[src/rtl/fp_addsub_pipe.sv]
// Three-stage pipelined floating-point adder/subtractor: unpack/align, signed-magnitude add,
// normalise/round-to-nearest-even. A single global stall freezes every stage under back-pressure.
module fp_addsub_pipe #(
  parameter int unsigned EXP_W = 8,
  parameter int unsigned MAN_W = 23,
  localparam int unsigned W = 1 + EXP_W + MAN_W
) (
  input  logic         clk,
  input  logic         rst_n,
  input  logic         in_valid,
  output logic         in_ready,
  input  logic         op,
  input  logic [W-1:0] a,
  input  logic [W-1:0] b,
  output logic         out_valid,
  input  logic         out_ready,
  output logic [W-1:0] result,
  output logic         out_ovf,
  output logic         out_zero,
  output logic         out_inv
);

  localparam int unsigned MW   = MAN_W + 1;
  localparam int unsigned GW   = MAN_W + 3;
  localparam int unsigned AW   = MAN_W + 4;
  localparam int unsigned SW   = MAN_W + 5;
  localparam int unsigned XW   = EXP_W + 2;
  localparam int unsigned LZ_W = $clog2(AW + 1);
  localparam logic [EXP_W-1:0]     EMAX   = '1;
  localparam logic signed [XW-1:0] E_INF  = XW'(EMAX);
  localparam logic signed [XW-1:0] E_ZERO = '0;

  logic adv;
  assign adv      = !out_valid | out_ready;
  assign in_ready = adv;

  // ---------------- stage 1: unpack, classify, swap, align ----------------
  logic             sa, sb;
  logic [EXP_W-1:0] ea, eb, el, es, d;
  logic [MAN_W-1:0] fa, fb;
  logic [MW-1:0]    ma, mb, ml, ms;
  logic             sl, ss, swap;
  logic [2*GW-1:0]  wide, shifted;
  logic [GW-1:0]    s_hi;
  logic             s_st;
  logic             a_nan, b_nan, a_inf, b_inf, sp_inv, sp_inf, sp_inf_sign;

  assign sa = a[W-1];
  assign sb = b[W-1] ^ op;
  assign ea = a[W-2 -: EXP_W];
  assign eb = b[W-2 -: EXP_W];
  assign fa = a[MAN_W-1:0];
  assign fb = b[MAN_W-1:0];
  assign ma = (ea == '0) ? '0 : {1'b1, fa};
  assign mb = (eb == '0) ? '0 : {1'b1, fb};

  always_comb begin
    swap = {eb, mb} > {ea, ma};
    sl = swap ? sb : sa;
    ss = swap ? sa : sb;
    el = swap ? eb : ea;
    es = swap ? ea : eb;
    ml = swap ? mb : ma;
    ms = swap ? ma : mb;
    d  = el - es;
    wide    = {ms, 2'b00, GW'(0)};
    shifted = wide >> d;
    if (32'(d) >= GW) begin
      s_hi = '0;
      s_st = |ms;
    end else begin
      s_hi = shifted[2*GW-1 -: GW];
      s_st = |shifted[GW-1:0];
    end
    a_nan = (ea == EMAX) && (fa != '0);
    b_nan = (eb == EMAX) && (fb != '0);
    a_inf = (ea == EMAX) && (fa == '0);
    b_inf = (eb == EMAX) && (fb == '0);
    sp_inv      = a_nan | b_nan | (a_inf & b_inf & (sa != sb));
    sp_inf      = !sp_inv & (a_inf | b_inf);
    sp_inf_sign = a_inf ? sa : sb;
  end

  logic             s1_valid, s1_sign, s1_sub, s1_inv, s1_inf, s1_inf_sign;
  logic [EXP_W-1:0] s1_exp;
  logic [AW-1:0]    s1_ml, s1_ms;

  always_ff @(posedge clk or negedge rst_n) begin
    if (!rst_n) begin
      s1_valid    <= 1'b0;
      s1_sign     <= 1'b0;
      s1_sub      <= 1'b0;
      s1_inv      <= 1'b0;
      s1_inf      <= 1'b0;
      s1_inf_sign <= 1'b0;
      s1_exp      <= '0;
      s1_ml       <= '0;
      s1_ms       <= '0;
    end else if (adv) begin
      s1_valid    <= in_valid;
      s1_sign     <= sl;
      s1_sub      <= sl ^ ss;
      s1_inv      <= sp_inv;
      s1_inf      <= sp_inf;
      s1_inf_sign <= sp_inf_sign;
      s1_exp      <= el;
      s1_ml       <= {ml, 3'b000};
      s1_ms       <= {s_hi, s_st};
    end
  end

  // ---------------- stage 2: magnitude add/sub (L >= S so never negative) ----------------
  logic [SW-1:0] add_sum;
  logic          add_sign;

  always_comb begin
    add_sum  = s1_sub ? ({1'b0, s1_ml} - {1'b0, s1_ms}) : ({1'b0, s1_ml} + {1'b0, s1_ms});
    add_sign = (s1_sub && add_sum == '0) ? 1'b0 : s1_sign;
  end

  logic             s2_valid, s2_sign, s2_inv, s2_inf, s2_inf_sign;
  logic [EXP_W-1:0] s2_exp;
  logic [SW-1:0]    s2_sum;

  always_ff @(posedge clk or negedge rst_n) begin
    if (!rst_n) begin
      s2_valid    <= 1'b0;
      s2_sign     <= 1'b0;
      s2_inv      <= 1'b0;
      s2_inf      <= 1'b0;
      s2_inf_sign <= 1'b0;
      s2_exp      <= '0;
      s2_sum      <= '0;
    end else if (adv) begin
      s2_valid    <= s1_valid;
      s2_sign     <= add_sign;
      s2_inv      <= s1_inv;
      s2_inf      <= s1_inf;
      s2_inf_sign <= s1_inf_sign;
      s2_exp      <= s1_exp;
      s2_sum      <= add_sum;
    end
  end

  // ---------------- stage 3: normalise, round, pack ----------------
  logic [LZ_W-1:0]     lz;
  logic [AW-1:0]       nrm;
  logic [MW-1:0]       mant;
  logic                rnd;
  logic [MAN_W+1:0]    mr;
  logic [MAN_W-1:0]    frac_n;
  logic signed [XW-1:0] e_pre, e_fin;
  logic [W-1:0]        res_n;
  logic                ovf_n, zero_n, inv_n;

  always_comb begin
    lz = '0;
    begin : lzc
      logic found;
      found = 1'b0;
      for (int i = AW - 1; i >= 0; i--) begin
        if (!found) begin
          if (s2_sum[i]) found = 1'b1;
          else           lz = lz + LZ_W'(1);
        end
      end
    end
    if (s2_sum[SW-1]) begin
      nrm    = s2_sum[SW-1:1];
      nrm[0] = s2_sum[1] | s2_sum[0];
      e_pre  = XW'(s2_exp) + XW'(1);
    end else begin
      nrm   = s2_sum[AW-1:0] << lz;
      e_pre = XW'(s2_exp) - XW'(lz);
    end
    mant = nrm[AW-1:3];
    rnd  = nrm[2] & (nrm[1] | nrm[0] | mant[0]);
    mr   = {1'b0, mant} + (MAN_W+2)'(rnd);
    if (mr[MAN_W+1]) begin
      frac_n = mr[MAN_W:1];
      e_fin  = e_pre + XW'(1);
    end else begin
      frac_n = mr[MAN_W-1:0];
      e_fin  = e_pre;
    end

    res_n  = {s2_sign, e_fin[EXP_W-1:0], frac_n};
    ovf_n  = 1'b0;
    zero_n = 1'b0;
    inv_n  = 1'b0;
    if (s2_inv) begin
      res_n = {1'b0, EMAX, 1'b1, (MAN_W-1)'(0)};
      inv_n = 1'b1;
    end else if (s2_inf) begin
      res_n = {s2_inf_sign, EMAX, MAN_W'(0)};
    end else if (s2_sum == '0) begin
      res_n  = {s2_sign, EXP_W'(0), MAN_W'(0)};
      zero_n = 1'b1;
    end else if (e_fin >= E_INF) begin
      res_n = {s2_sign, EMAX, MAN_W'(0)};
      ovf_n = 1'b1;
    end else if (e_fin <= E_ZERO) begin
      res_n  = {s2_sign, EXP_W'(0), MAN_W'(0)};
      zero_n = 1'b1;
    end
  end

  always_ff @(posedge clk or negedge rst_n) begin
    if (!rst_n) begin
      out_valid <= 1'b0;
      result    <= '0;
      out_ovf   <= 1'b0;
      out_zero  <= 1'b0;
      out_inv   <= 1'b0;
    end else if (adv) begin
      out_valid <= s2_valid;
      if (s2_valid) begin
        result   <= res_n;
        out_ovf  <= ovf_n;
        out_zero <= zero_n;
        out_inv  <= inv_n;
      end
    end
  end

endmodule

[config.mk]
export PLATFORM = sky130hd
export DESIGN_NAME = fp_addsub_pipe
export DESIGN_NICKNAME = d
export VERILOG_FILES = /design/src/rtl/fp_addsub_pipe.sv
export SDC_FILE = /design/constraint.sdc
export NUM_CORES = 1
export LEC_CHECK = 0
export BUFFER_PORTS_ARGS = -buffer_cell sky130_fd_sc_hd__buf_4
export CAP_MARGIN = 10
export CORE_UTILIZATION = 63
export CTS_BUF_LIST = sky130_fd_sc_hd__clkbuf_16
export DETAILED_ROUTE_END_ITERATION = 10
export GPL_ROUTABILITY_DRIVEN = 1
export PLACE_DENSITY_LB_ADDON = 0.25
export SLEW_MARGIN = 20
export SYNTH_ARGS = -nofsm -noshare
export SYNTH_HDL_FRONTEND = slang
export SYNTH_SLANG_ARGS = --single-unit
[constraint.sdc]
create_clock -name clk -period 16.4 [get_ports clk]
set_input_delay 0.82 -clock clk [delete_from_list [all_inputs] [get_ports clk]]
set_output_delay 0.82 -clock clk [all_outputs]
set_load 0.01 [all_outputs]
* After elaboration in Yosys (flattened, before gate mapping)
Index checks and enable logic that the tools add are counted.
** Word-level totals
- Register bits after elaboration :: 142
- Input bits :: 69
- Output and inout bits :: 37
- Word-level logic and storage cells :: 230
** Cells by class
- Add/sub/neg operators :: 33
- Magnitude comparators :: 4
- Eq/ne operators :: 3
- Shifts and indexed selects :: 2
- Mux-type cells :: 136
- Bitwise gates (word level) :: 13
- Reduce and logical (&&, ||, !) cells :: 18
** Operator list (count)
- two-way mux 5 bit :: 52
- adder 5 x 1 -> 5 bit (second input constant) :: 26
- two-way mux 24 bit :: 4
- two-way mux 31 bit :: 3
- two-way mux 1 bit :: 67
- two-way mux 32 bit :: 2
- zero test 28 bit :: 2
- >> shifter 52 x 8 -> 52 bit :: 1
- zero test 23 bit :: 2
- nonzero test 23 bit :: 2
- greater-than comparator 32 bit :: 1
- adder 27 x 27 -> 28 bit :: 1
- two-way mux 28 bit :: 1
- subtractor 27 x 27 -> 28 bit :: 1
- two-way mux 27 bit :: 1
- left shift 27 x 5 -> 27 bit :: 1
- two-way mux 26 bit :: 1
- OR reduction 26 bit :: 1
- adder 24 x 1 -> 25 bit :: 1
- OR reduction 24 bit :: 1
- two-way mux 23 bit :: 1
- two-way mux 10 bit :: 2
- equality test 8 bit (second input constant) :: 2
- zero test 8 bit :: 2
- other kinds (15) :: 31

* Logic depth before layout (Yosys ltp)
Gate-level depths: netlist of the first run.
- Depth in word-level cells :: 92
- Depth in mapped cells :: 86
- Mapped depth without buffers :: 82

* Worst setup path before layout of the first run
Ideal clock, no wire load.
- Path kind :: register to register
- From :: reg s2_sum[25]
- To :: reg result[11]
- Setup time :: 92 ps
- Data arrival time :: 14163 ps
- Data required time :: 16308 ps
- Slack :: 2144 ps
- Stages on the path, launching flop included :: 76
- Clock period less this slack :: 14256 ps
- Path through :: dfrtp_1 or2_1 buf_2 inv_2 ha_1 nor3_1 nor2_1 ha_1 or2_2 or2_2 a31oi_1 a21oi_1 ha_1 inv_1 o41ai_1 a21oi_1 nand2_1 nand2_1 [40 not listed] inv_2 buf_2 buf_2 buf_4 a21oi_1 a21oi_1 o41ai_1 ha_1 and3_1 nand3_1 nor4b_4 and3_1 buf_4 a21boi_1 o211a_1 or4b_4 buf_6 o31ai_2
** On the way
- Cells in the longest elaborated chain, start to end :: 90
** Ends and longest elaborated chain
- start: declaration :: line 123 : logic [SW-1:0] s2_sum;
- start signal: assignment :: line 141 : s2_sum <= add_sum;
- two-way mux 5 bit :: line 163 : if (s2_sum[i]) found = 1'b1;
- two-way mux 5 bit :: line 162 : if (!found) begin
- adder 5 x 1 -> 5 bit :: line 164 : else lz = lz + LZ_W'(1);
- two-way mux 5 bit :: line 163
- two-way mux 5 bit :: line 162
- adder 5 x 1 -> 5 bit :: line 164
- two-way mux 5 bit :: line 163
- two-way mux 5 bit :: line 162
- [74 not listed]
- adder 24 x 1 -> 25 bit :: line 178 : mr = {1'b0, mant} + (MAN_W+2)'(rnd);
- two-way mux 10 bit :: line 179 : if (mr[MAN_W+1]) begin
- less-or-equal comparator 10 x 1 -> 1 bit :: line 202 : end else if (e_fin <= E_ZERO) begin
- two-way mux 31 bit :: line 202
- two-way mux 31 bit :: line 199 : end else if (e_fin >= E_INF) begin
- two-way mux 31 bit (*) :: line 196 : end else if (s2_sum == '0) begin
- two-way mux 32 bit (*) :: line 194 : end else if (s2_inf) begin
- two-way mux 32 bit (*) :: line 191 : if (s2_inv) begin
- end signal: assignment :: line 218 : result <= res_n;
- end: declaration :: line 17 : output logic [W-1:0] result,
Mark *: on every way between the ends. The rest lies on a longest branch, timed or not.
A chain may end at the register's enable or synchronous reset.

* Final worst setup path of the first run
- From :: reg s2_sum[22]
- To :: reg result[5]
** On the way
- Cells in the longest elaborated chain, start to end :: 81
** Ends and longest elaborated chain (line)
- two-way mux 5 bit :: 163
- two-way mux 5 bit :: 162
- adder 5 x 1 -> 5 bit :: 164
- two-way mux 5 bit :: 163
- two-way mux 5 bit :: 162
- adder 5 x 1 -> 5 bit :: 164
- two-way mux 5 bit :: 163
- two-way mux 5 bit :: 162
- [65 not listed]
- adder 24 x 1 -> 25 bit :: 178
- two-way mux 10 bit :: 179
- less-or-equal comparator 10 x 1 -> 1 bit :: 202
- two-way mux 31 bit :: 202
- two-way mux 31 bit :: 199
- two-way mux 31 bit (*) :: 196
- two-way mux 32 bit (*) :: 194
- two-way mux 32 bit (*) :: 191
Marks and branches as above.

==> results of run 1 <==
[worst max-delay path, delay by kind of cell, from the launching register on]
kind            cells  cell delay [ps]
flops               1              510
buf+inv             5              640
mux                 3              450
fa+ha+maj          13             4060
compound gates     21             3970
simple gates       26             5640
[through the flow]
step | instance area, um2 | power [uW] | utilization | TNS [ps] | setup WS, ps
floorplan | 16600 | 1940 | - | 0 | 2140
CTS | 18000 | 2860 | 0.708 | 0 | 467
finish | 18100 | 2930 | 0.711 | 0 | 1010
global placement | 17400 | 2410 | 0.685 | 0 | 1070
detailed placement | 17400 | 2450 | 0.685 | 0 | 543
global route | 18100 | 3120 | 0.711 | -36.3 | -36.3
[worst paths after layout]
kind,end,slack [ps],cells after the start,startpoint
worst max-delay path,result[5]$_DFFE_PN0P_,1010,68,s2_sum[22]$_DFFE_PN0N_
worst min-delay path,s2_sum[7]$_DFFE_PN0N_,360,1,rst_n
worst max register to register,result[5]$_DFFE_PN0P_,1010,68,s2_sum[22]$_DFFE_PN0N_
worst min register to register,s1_valid$_DFFE_PN0N_,470,2,s1_valid$_DFFE_PN0N_
max in group asynchronous,s2_sum[27]$_DFFE_PN0N_,14870,2,rst_n
min in group clk,s1_valid$_DFFE_PN0N_,470,2,s1_valid$_DFFE_PN0N_
[what timing repair did]
item,4_1_cts,5_1_grt
setup endpoints to repair,0,33
buffers inserted,0,1
gates resized for setup,0,17
[layout make-up]
class	instances	area (um2)	share of cell area
Clock buffer	17	425	0.0235
Clock inverter	15	158	0.00870
Multi-Input combinational cell	1882	12100	0.670
Sequential cell	142	3550	0.196
Tap cell	330	413	0.0228
Inverter	122	464	0.0256
Timing Repair Buffer	128	968	0.0534
[flip-flops by register name, summed over array words and instances (netlist names), 8 cells and up]
register,count
result,32
s1_exp,8
s1_ml,24
s1_ms,27
s2_exp,8
s2_sum,28
[Yosys cell counts (5+ instances only)]
cell                         n  area (um2)
sky130_fd_sc_hd__mux2_2     17         191
sky130_fd_sc_hd__a211oi_1   20         150
sky130_fd_sc_hd__clkbuf_1  107         402
sky130_fd_sc_hd__o221ai_1    6        52.6
sky130_fd_sc_hd__nor2b_1    24         150
sky130_fd_sc_hd__mux2i_1   100        1000
sky130_fd_sc_hd__and2_1     25         156
sky130_fd_sc_hd__o21ai_1    16        80.1
sky130_fd_sc_hd__ha_1      114        1430
sky130_fd_sc_hd__a21oi_1   164         821
sky130_fd_sc_hd__and3_1     18         113
sky130_fd_sc_hd__o41ai_1     5        43.8
sky130_fd_sc_hd__o211ai_1   12        90.1
sky130_fd_sc_hd__a31o_2      5        43.8
sky130_fd_sc_hd__nor4_1     22         138
sky130_fd_sc_hd__nand4_1    23         144
sky130_fd_sc_hd__xor2_1     33         289
sky130_fd_sc_hd__or2_2      12        75.1
sky130_fd_sc_hd__o22ai_1    24         150
sky130_fd_sc_hd__or4_1       6        45.0
sky130_fd_sc_hd__buf_1       8        30.0
sky130_fd_sc_hd__o21bai_1   16         120
sky130_fd_sc_hd__nor2_1    275        1030
sky130_fd_sc_hd__or3_1      15        93.8
sky130_fd_sc_hd__nand2b_1   31         194
sky130_fd_sc_hd__o21a_1     15         113
sky130_fd_sc_hd__dfrtp_1   142        3550
sky130_fd_sc_hd__o31ai_2    10         125
sky130_fd_sc_hd__a31oi_1    27         169
sky130_fd_sc_hd__a311oi_1    7        61.3
sky130_fd_sc_hd__a22oi_1     5        37.5
sky130_fd_sc_hd__xnor2_1    80         701
sky130_fd_sc_hd__nand3b_1    5        37.5
sky130_fd_sc_hd__o31ai_1    27         203
sky130_fd_sc_hd__o21ai_0   178         891
sky130_fd_sc_hd__maj3_1      5        50.1
sky130_fd_sc_hd__a21o_1     26         195
sky130_fd_sc_hd__inv_1     116         435
sky130_fd_sc_hd__a32oi_1     8        70.1
sky130_fd_sc_hd__nor3_1     50         250
sky130_fd_sc_hd__nand2_1   301        1130
sky130_fd_sc_hd__nand3_1    61         305
sky130_fd_sc_hd__buf_2       9        45.0
[power by group through the flow]
stage	clock (uW)	sequential (uW)	combinational (uW)
floorplan	0	559	1380
global placement	0	654	1760
detailed placement	0	664	1790
CTS	398	657	1800
global route	412	677	2030
finish	398	667	1860
[per-layer routing]
layer	track usage	vias up	wire (um)
met4	0.191	0	2470
met3	0.0396	155	3310
met5	0	-	0
met2	0.663	797	25100
met1	0.473	8073	21100
li1	-	8118	-
[layout by cell type, fill, tap and decap left out, types with 6 or more instances in the layout]
master / count
sky130_fd_sc_hd__a21o_1: 26
sky130_fd_sc_hd__o31ai_2: 10
sky130_fd_sc_hd__nand2b_1: 31
sky130_fd_sc_hd__a311oi_1: 7
sky130_fd_sc_hd__mux2_2: 17
sky130_fd_sc_hd__nand2_1: 298
sky130_fd_sc_hd__o21ai_0: 176
sky130_fd_sc_hd__nor4_1: 22
sky130_fd_sc_hd__o221ai_1: 6
sky130_fd_sc_hd__o21ai_1: 18
sky130_fd_sc_hd__ha_1: 114
sky130_fd_sc_hd__o211ai_1: 12
sky130_fd_sc_hd__or4_1: 6
sky130_fd_sc_hd__and3_1: 17
sky130_fd_sc_hd__nand3_1: 61
sky130_fd_sc_hd__xnor2_1: 77
sky130_fd_sc_hd__a21oi_1: 163
sky130_fd_sc_hd__mux2i_1: 100
sky130_fd_sc_hd__buf_4: 126
sky130_fd_sc_hd__nor2b_1: 23
sky130_fd_sc_hd__a31oi_1: 25
sky130_fd_sc_hd__o22ai_1: 24
sky130_fd_sc_hd__a32oi_1: 8
sky130_fd_sc_hd__inv_6: 6
sky130_fd_sc_hd__or3_1: 15
sky130_fd_sc_hd__nor2_1: 274
sky130_fd_sc_hd__clkbuf_16: 17
sky130_fd_sc_hd__a211oi_1: 19
sky130_fd_sc_hd__o21a_1: 15
sky130_fd_sc_hd__xor2_1: 32
sky130_fd_sc_hd__nand4_1: 23
sky130_fd_sc_hd__o31ai_1: 27
sky130_fd_sc_hd__and2_1: 25
sky130_fd_sc_hd__inv_1: 117
sky130_fd_sc_hd__nor3_1: 48
sky130_fd_sc_hd__or2_2: 12
sky130_fd_sc_hd__dfrtp_1: 141
sky130_fd_sc_hd__o21bai_1: 16
[kinds of logic (layout without fill, tap and decap cells)]
logic type | after synthesis | after routing
buffers and inverters | 253 | 282
AOI/OAI and AO/OA | 627 | 627
DFF | 142 | 142
xor gates and xnor gates | 119 | 119
muxes | 118 | 118
adders and majority gates | 121 | 121
and+or+nand+nor | 896 | 897
==> results_tabular.tex, run 1 <==
\begin{tabular}{lr}
\hline
Metric & Value \\
\hline
\multicolumn{2}{l}{\textbf{Run status}} \\
Run status & complete, no violations \\
\multicolumn{2}{l}{\textbf{Logic synthesis}} \\
Synthesis-stage register bit count & 142 \\
Post-synthesis mux area share & 0.0733 \\
Ys Warns & 0 \\
Synthesized area & 0.0166 mm2 \\
Most used flip-flop cell after synthesis & sky130\_fd\_sc\_hd\_\_dfrtp\_1 \\
Synthesized-area fraction occupied by and/or/nand/nor cells & 0.252 \\
Compound-cell area share of the yosys netlist & 0.240 \\
Async S/R FF share, synth & 1.00 \\
Sequential area share after synthesis & 0.215 \\
Cells after synthesis & approximately 2,300 \\
Avg Synthesized Cell Area & about 7.3 um2 \\
Combinational family with the most area after synthesis & simple AND/OR/NAND/NOR gates \\
Synthesized Nets & 2,461 \\
Adder and majority gate portion of the synthesized area & 0.0916 \\
Area share of xor/xnor cells in the synthesized design & 0.0686 \\
Number of enable flip-flop cells after synthesis & 0 \\
Number of unique standard cell types used by synthesis & 97 \\
\multicolumn{2}{l}{\textbf{Detailed routing}} \\
Drt first-iter violations & 1,856 \\
Via density per instance & between 6 and 7 \\
DRC Markers & 0 \\
Routed len/inst & 19.7 um \\
Detailed-router iteration count before antenna repair & 6 \\
Total wire length & around 52,000 um \\
Antenna viol nets, final & 0 \\
Overall via count from detail\_route & 17,143 \\
\multicolumn{2}{l}{\textbf{Global routing}} \\
Maximum number of pins on one net before global-route repair & 95 \\
Overflow after GRT & 0 \\
Global-route usage over all layers & 0.383 \\
Number of antenna violations at the first check in global routing & 0 \\
Global-route wire length before repair & between 80,000 and 90,000 um \\
Vias in the first global route & 15,855 \\
\multicolumn{2}{l}{\textbf{Clock network}} \\
Maximum clock path buffer count & 2 \\
Post-cts hold buffer count & 0 \\
TritonCTS clock tree & done \\
Clk pin slew, worst setup/hold paths & 70 ps \\
Clock Sink Count & 142 \\
Clock latency on the worst-skew pair & 430 ps \\
CTS buffer count & 17 \\
CTS Root Cell & sky130\_fd\_sc\_hd\_\_clkbuf\_16 \\
Maximum level of the CTS H-tree & 4 \\
\multicolumn{2}{l}{\textbf{Pwr}} \\
Clock network power share & 0.136 \\
Total net switching power & between 1500 and 2000 uW \\
Portion of total power attributed to combinational logic & 0.636 \\
Sequential share of power & 0.228 \\
Total power per unit cell area & 162 mW/mm2 \\
Switching share of power & 0.522 \\
Power Internal & 1400 uW \\
Leakage & between 0.008 and 0.009 uW \\
Peak supply drop & 0.000100 V \\
\multicolumn{2}{l}{\textbf{Cells and area}} \\
Final Instance Count excl. Fillers & 2,636 \\
Nets & 2,478 \\
Share of post-route cells with drive strength above 1 & 0.112 \\
Fill cells & about 2,100 \\
Area growth from synthesis to final layout & 9.39\% \\
Inserted Diodes & 0 \\
\multicolumn{2}{l}{\textbf{Worst setup path}} \\
Most frequent cell on the critical path & sky130\_fd\_sc\_hd\_\_ha\_1 \\
Critical Path Fanout Max & 14 \\
Element type at the critical path end & register \\
Arrival time of data at the critical path endpoint & 15,710 ps \\
Endpoint required time on the critical path & between 15,000 and 20,000 ps \\
Category of the critical setup timing path & register to register \\
CP Launch Type & register \\
Cell with the largest stage delay on the worst path & sky130\_fd\_sc\_hd\_\_or4b\_4 \\
Critical path's largest stage delay & 660 ps \\
\multicolumn{2}{l}{\textbf{Timing}} \\
Worst clock skew on the final layout & 16.2 ps \\
Transition time of the tightest slew-check pin & 1010 ps \\
Number of hold-slack violations in the final timing report & 0 \\
Achievable clock frequency & between 60 and 70 MHz \\
Smallest hold slack & between 300 and 400 ps \\
Post-layout minimum cycle time & 15,390 ps \\
Share of the clock period used by the worst path & 0.938 \\
Number of pins exceeding their max-slew limit in the final report & 0 \\
Setup violators final & 0 \\
Headroom to the max-slew limit & 0.323 \\
\multicolumn{2}{l}{\textbf{Die}} \\
Horiz. Die Dim & between 150 and 200 um \\
Starting density of the core & 0.650 \\
Core region area & roughly 0.025 mm2 \\
Die ar. & between 0.02 and 0.03 mm2 \\
Number of rows created at floorplan & 58 \\
Chip Height & 164 um \\
Top-level port count & 106 \\
\multicolumn{2}{l}{\textbf{Placement}} \\
Inst Count DP & 2,602 \\
HPWL after DPL & 40,200 um \\
Number of I/O port buffers & 105 \\
Global placement routability congestion & approximately 1.0 \\
\multicolumn{2}{l}{\textbf{Job}} \\
Number of max-cap violations & 0 \\
\multicolumn{2}{l}{\textbf{Worst hold path}} \\
Worst min path class & input pin to asynchronous set/reset pin \\
\hline
\end{tabular}
Note: power is estimated with default switching activity, not from simulation.
==> run 2: changes to the inputs <==
--- a/config.mk
+++ b/config.mk
@@ -7,8 +7,11 @@
 export LEC_CHECK = 0
 export BUFFER_PORTS_ARGS = -buffer_cell sky130_fd_sc_hd__buf_4
 export CAP_MARGIN = 10
-export CORE_UTILIZATION = 63
+export CELL_PAD_IN_SITES_DETAIL_PLACEMENT = 1
+export CELL_PAD_IN_SITES_GLOBAL_PLACEMENT = 1
+export CORE_UTILIZATION = 47
 export CTS_BUF_LIST = sky130_fd_sc_hd__clkbuf_16
+export CTS_CLUSTER_SIZE = 25
 export DETAILED_ROUTE_END_ITERATION = 10
 export GPL_ROUTABILITY_DRIVEN = 1
 export PLACE_DENSITY_LB_ADDON = 0.25
==> results_tabular.tex, run 2 (synthesis results as in run 1) <==
\begin{tabular}{lr}
\hline
Metric & Value \\
\hline
\multicolumn{2}{l}{\textbf{Run status}} \\
Run status & complete, no violations \\
\multicolumn{2}{l}{\textbf{Timing}} \\
Transition time of the tightest slew-check pin & 1090 ps (+84.7 ps) \\
Headroom to the max-slew limit & 0.266 (-0.0569) \\
Share of the clock period used by the worst path & 0.932 (-0.00571) \\
Post-layout minimum cycle time & 15,290 ps (-93.7 ps) \\
Number of pins exceeding their max-slew limit in the final report & 0 (unchanged) \\
Setup violators final & 0 (unchanged) \\
Achievable clock frequency & 65.4 MHz (+0.61\%) \\
Number of hold-slack violations in the final timing report & 0 (unchanged) \\
Worst clock skew on the final layout & 13.0 ps (-3.20 ps) \\
\multicolumn{2}{l}{\textbf{Cells and area}} \\
Largest registers ranked by flip-flop count & result: 32 flops, s2\_sum: 28 flops, s1\_ms: 27 flops \\
Total area of sequential cells & 0.00355 mm2 (unchanged) \\
Top library cells by usage in the layout, fill and taps aside & 298 x sky130\_fd\_sc\_hd\_\_nand2\_1, 274 x sky130\_fd\_sc\_hd\_\_nor2\_1, 175 x sky130\_fd\_sc\_hd\_\_o21ai\_0 \\
Area of the multi-input gates & 0.0122 mm2 (+0.45\%) \\
Fill cells & 4,433 (+110\%) \\
Nets & 2,491 (+0.52\%) \\
Largest register FFs & 32 (unchanged) \\
Area growth from synthesis to final layout & 11.0\% \\
Share of post-route cells with drive strength above 1 & 0.120 (+0.00843) \\
Final Instance Count excl. Fillers & 2,774 (+5.2\%) \\
Commonest non-fill, non-tap cell in the layout & sky130\_fd\_sc\_hd\_\_nand2\_1 \\
Inserted Diodes & 0 (unchanged) \\
Most flop-heavy register & result \\
\multicolumn{2}{l}{\textbf{Worst hold path}} \\
Worst min path class & input pin to asynchronous set/reset pin \\
\multicolumn{2}{l}{\textbf{Clock network}} \\
Post-cts hold buffer count & 0 (unchanged) \\
TritonCTS clock tree & done \\
Maximum level of the CTS H-tree & 4 (unchanged) \\
CTS Root Cell & sky130\_fd\_sc\_hd\_\_clkbuf\_16 \\
CTS buffer count & 17 (unchanged) \\
Clk pin slew, worst setup/hold paths & 70 ps (about the same) \\
Maximum clock path buffer count & 2 (unchanged) \\
Clock latency on the worst-skew pair & 440 ps (about the same) \\
Clock Sink Count & 142 (unchanged) \\
\multicolumn{2}{l}{\textbf{Worst setup path}} \\
Endpoint required time on the critical path & 16,740 ps (+20 ps) \\
Category of the critical setup timing path & register to register \\
Worst reg-to-reg path cell count & 71 (+4.4\%) \\
Critical path's largest stage delay & 640 ps (-20 ps) \\
Most frequent cell on the critical path & sky130\_fd\_sc\_hd\_\_ha\_1 \\
CP Launch Type & register \\
Element type at the critical path end & register \\
Arrival time of data at the critical path endpoint & 15,630 ps (-80 ps) \\
Critical Path Fanout Max & 16 (+2) \\
Cell with the largest stage delay on the worst path & sky130\_fd\_sc\_hd\_\_or4b\_4 \\
\multicolumn{2}{l}{\textbf{Pwr}} \\
Sequential share of power & 0.221 (-0.007) \\
PnR Total Power & 2990 uW (+2.2\%) \\
Portion of total power attributed to combinational logic & 0.653 (+0.017) \\
Leakage & 0.00822 uW (+0.88\%) \\
Switching share of power & 0.535 (+0.0134) \\
Power Internal & 1390 uW (-0.68\%) \\
Total power per unit cell area & 163 mW/mm2 (+0.69\%) \\
Clock network power share & 0.127 (-0.009) \\
Total net switching power & 1600 uW (+4.8\%) \\
Peak supply drop & 0.0000821 V (-18\%) \\
\multicolumn{2}{l}{\textbf{Global routing}} \\
Vias in the first global route & 17,572 (+11\%) \\
Global-route wire length before repair & 94,100 um (+16\%) \\
Maximum number of pins on one net before global-route repair & 83 (-13\%) \\
Number of antenna violations at the first check in global routing & 0 (unchanged) \\
Global-route usage over all layers & 0.327 (-0.0561) \\
Overflow after GRT & 0 (unchanged) \\
\multicolumn{2}{l}{\textbf{Die}} \\
Top-level port count & 106 (unchanged) \\
Core region area & 0.0346 mm2 (+36\%) \\
Number of rows created at floorplan & 68 (+17\%) \\
Horiz. Die Dim & 190 um (+16\%) \\
Starting density of the core & 0.478 (-0.172) \\
Chip Height & 190 um (+16\%) \\
Die ar. & 0.0360 mm2 (+34\%) \\
\multicolumn{2}{l}{\textbf{Detailed routing}} \\
Drt first-iter violations & 1,104 (-41\%) \\
Antenna viol nets, final & 0 (unchanged) \\
Detailed-router iteration count before antenna repair & 5 (-1) \\
Total wire length & 59,500 um (+14\%) \\
Overall via count from detail\_route & 17,102 (-0.24\%) \\
Routed len/inst & 21.4 um (+8.7\%) \\
Via density per instance & 6.17 (-5.2\%) \\
DRC Markers & 0 (unchanged) \\
\multicolumn{2}{l}{\textbf{Job}} \\
Number of max-cap violations & 0 (unchanged) \\
\multicolumn{2}{l}{\textbf{Placement}} \\
Inst Count DP & 2,737 (+5.2\%) \\
Global placement routability congestion & 0.984 (-4.6\%) \\
Number of I/O port buffers & 105 (unchanged) \\
HPWL after DPL & 46,100 um (+15\%) \\
\hline
\end{tabular}
==> run 2: changes by cell type in the layout (fill, tap and decap cells not counted), sizes merged <==
cell | before | now
buf | 128 | 140
inv | 129 | 128
clkinv | 4 | 7
bufinv | 2 | 0
or4b | 2 | 3
==> run 2: path summary, 6_finish.rpt <==
| check | to | slack, ps | start |
|---|---|---|---|
| min reg2reg | s2_inf_sign$_DFFE_PN0N_ | 480 | s2_inf_sign$_DFFE_PN0N_ |
| max reg2reg | result[5]$_DFFE_PN0P_ | 1110 | s2_sum[24]$_DFFE_PN0N_ |
| max in group asynchronous | s1_ml[15]$_DFFE_PN0N_ | 14640 | rst_n |
| min in group clk | s2_inf_sign$_DFFE_PN0N_ | 480 | s2_inf_sign$_DFFE_PN0N_ |
| max | result[5]$_DFFE_PN0P_ | 1110 | s2_sum[24]$_DFFE_PN0N_ |
| min | s2_sum[7]$_DFFE_PN0N_ | 340 | rst_n |
==> run 2: metal layers <==
metal  vias up  track usage  share of wire
met3       120       0.0247          0.030
met5         -            0              0
met2       428        0.595           0.51
met1      8429        0.396           0.43
met4         0        0.136          0.037
li1       8125            -              -
==> run 2: power groups by stage <==
stage	sequential, uW	combinational [uW]	clock (uW)
after floorplan	559	1380	0
after CTS	655	1890	383
after global placement	651	1830	0
after detailed placement	660	1880	0
final	660	1950	379
after global routing	673	2130	396
==> run 2: critical path, delay by kind of cell, from the launching register on <==
| family | cells | cell delay (ps) |
|---|---|---|
| AND/OR/NAND/NOR | 25 | 4480 |
| multiplexers | 4 | 570 |
| XOR/XNOR | 1 | 210 |
| AO/OA/AOI/OAI | 25 | 5100 |
| buffers and inverters | 4 | 580 |
| adder cells (fa/ha/maj) | 12 | 3740 |
| flip-flops | 1 | 510 |
==> run 2: final cells by class <==
class,count,area share
inverters,122,0.0252
well taps,455,0.0310
multi-input cells,1883,0.663
clock buffers,17,0.0231
clock inverters,15,0.00714
repair buffers,140,0.0574
flip-flops and latches,142,0.193
==> run 2: what timing repair did <==
item	CTS	global route
setup buffers	0	3
resized for setup	0	26
endpoints found under the setup margin	0	33
hold endpoints to repair	0	0
==> run 2: stage by stage <==
step	utilization	cell area (um2)	setup TNS [ps]	hold WS, ps	setup WS, ps
floorplan	-	16600	0	438	2140
global placement	0.510	17700	0	451	1160
detailed placement	0.510	17700	0	464	655
CTS	0.526	18200	0	445	530
global route	0.531	18400	-66.6	411	-57.0
finish	0.531	18400	0	338	1110
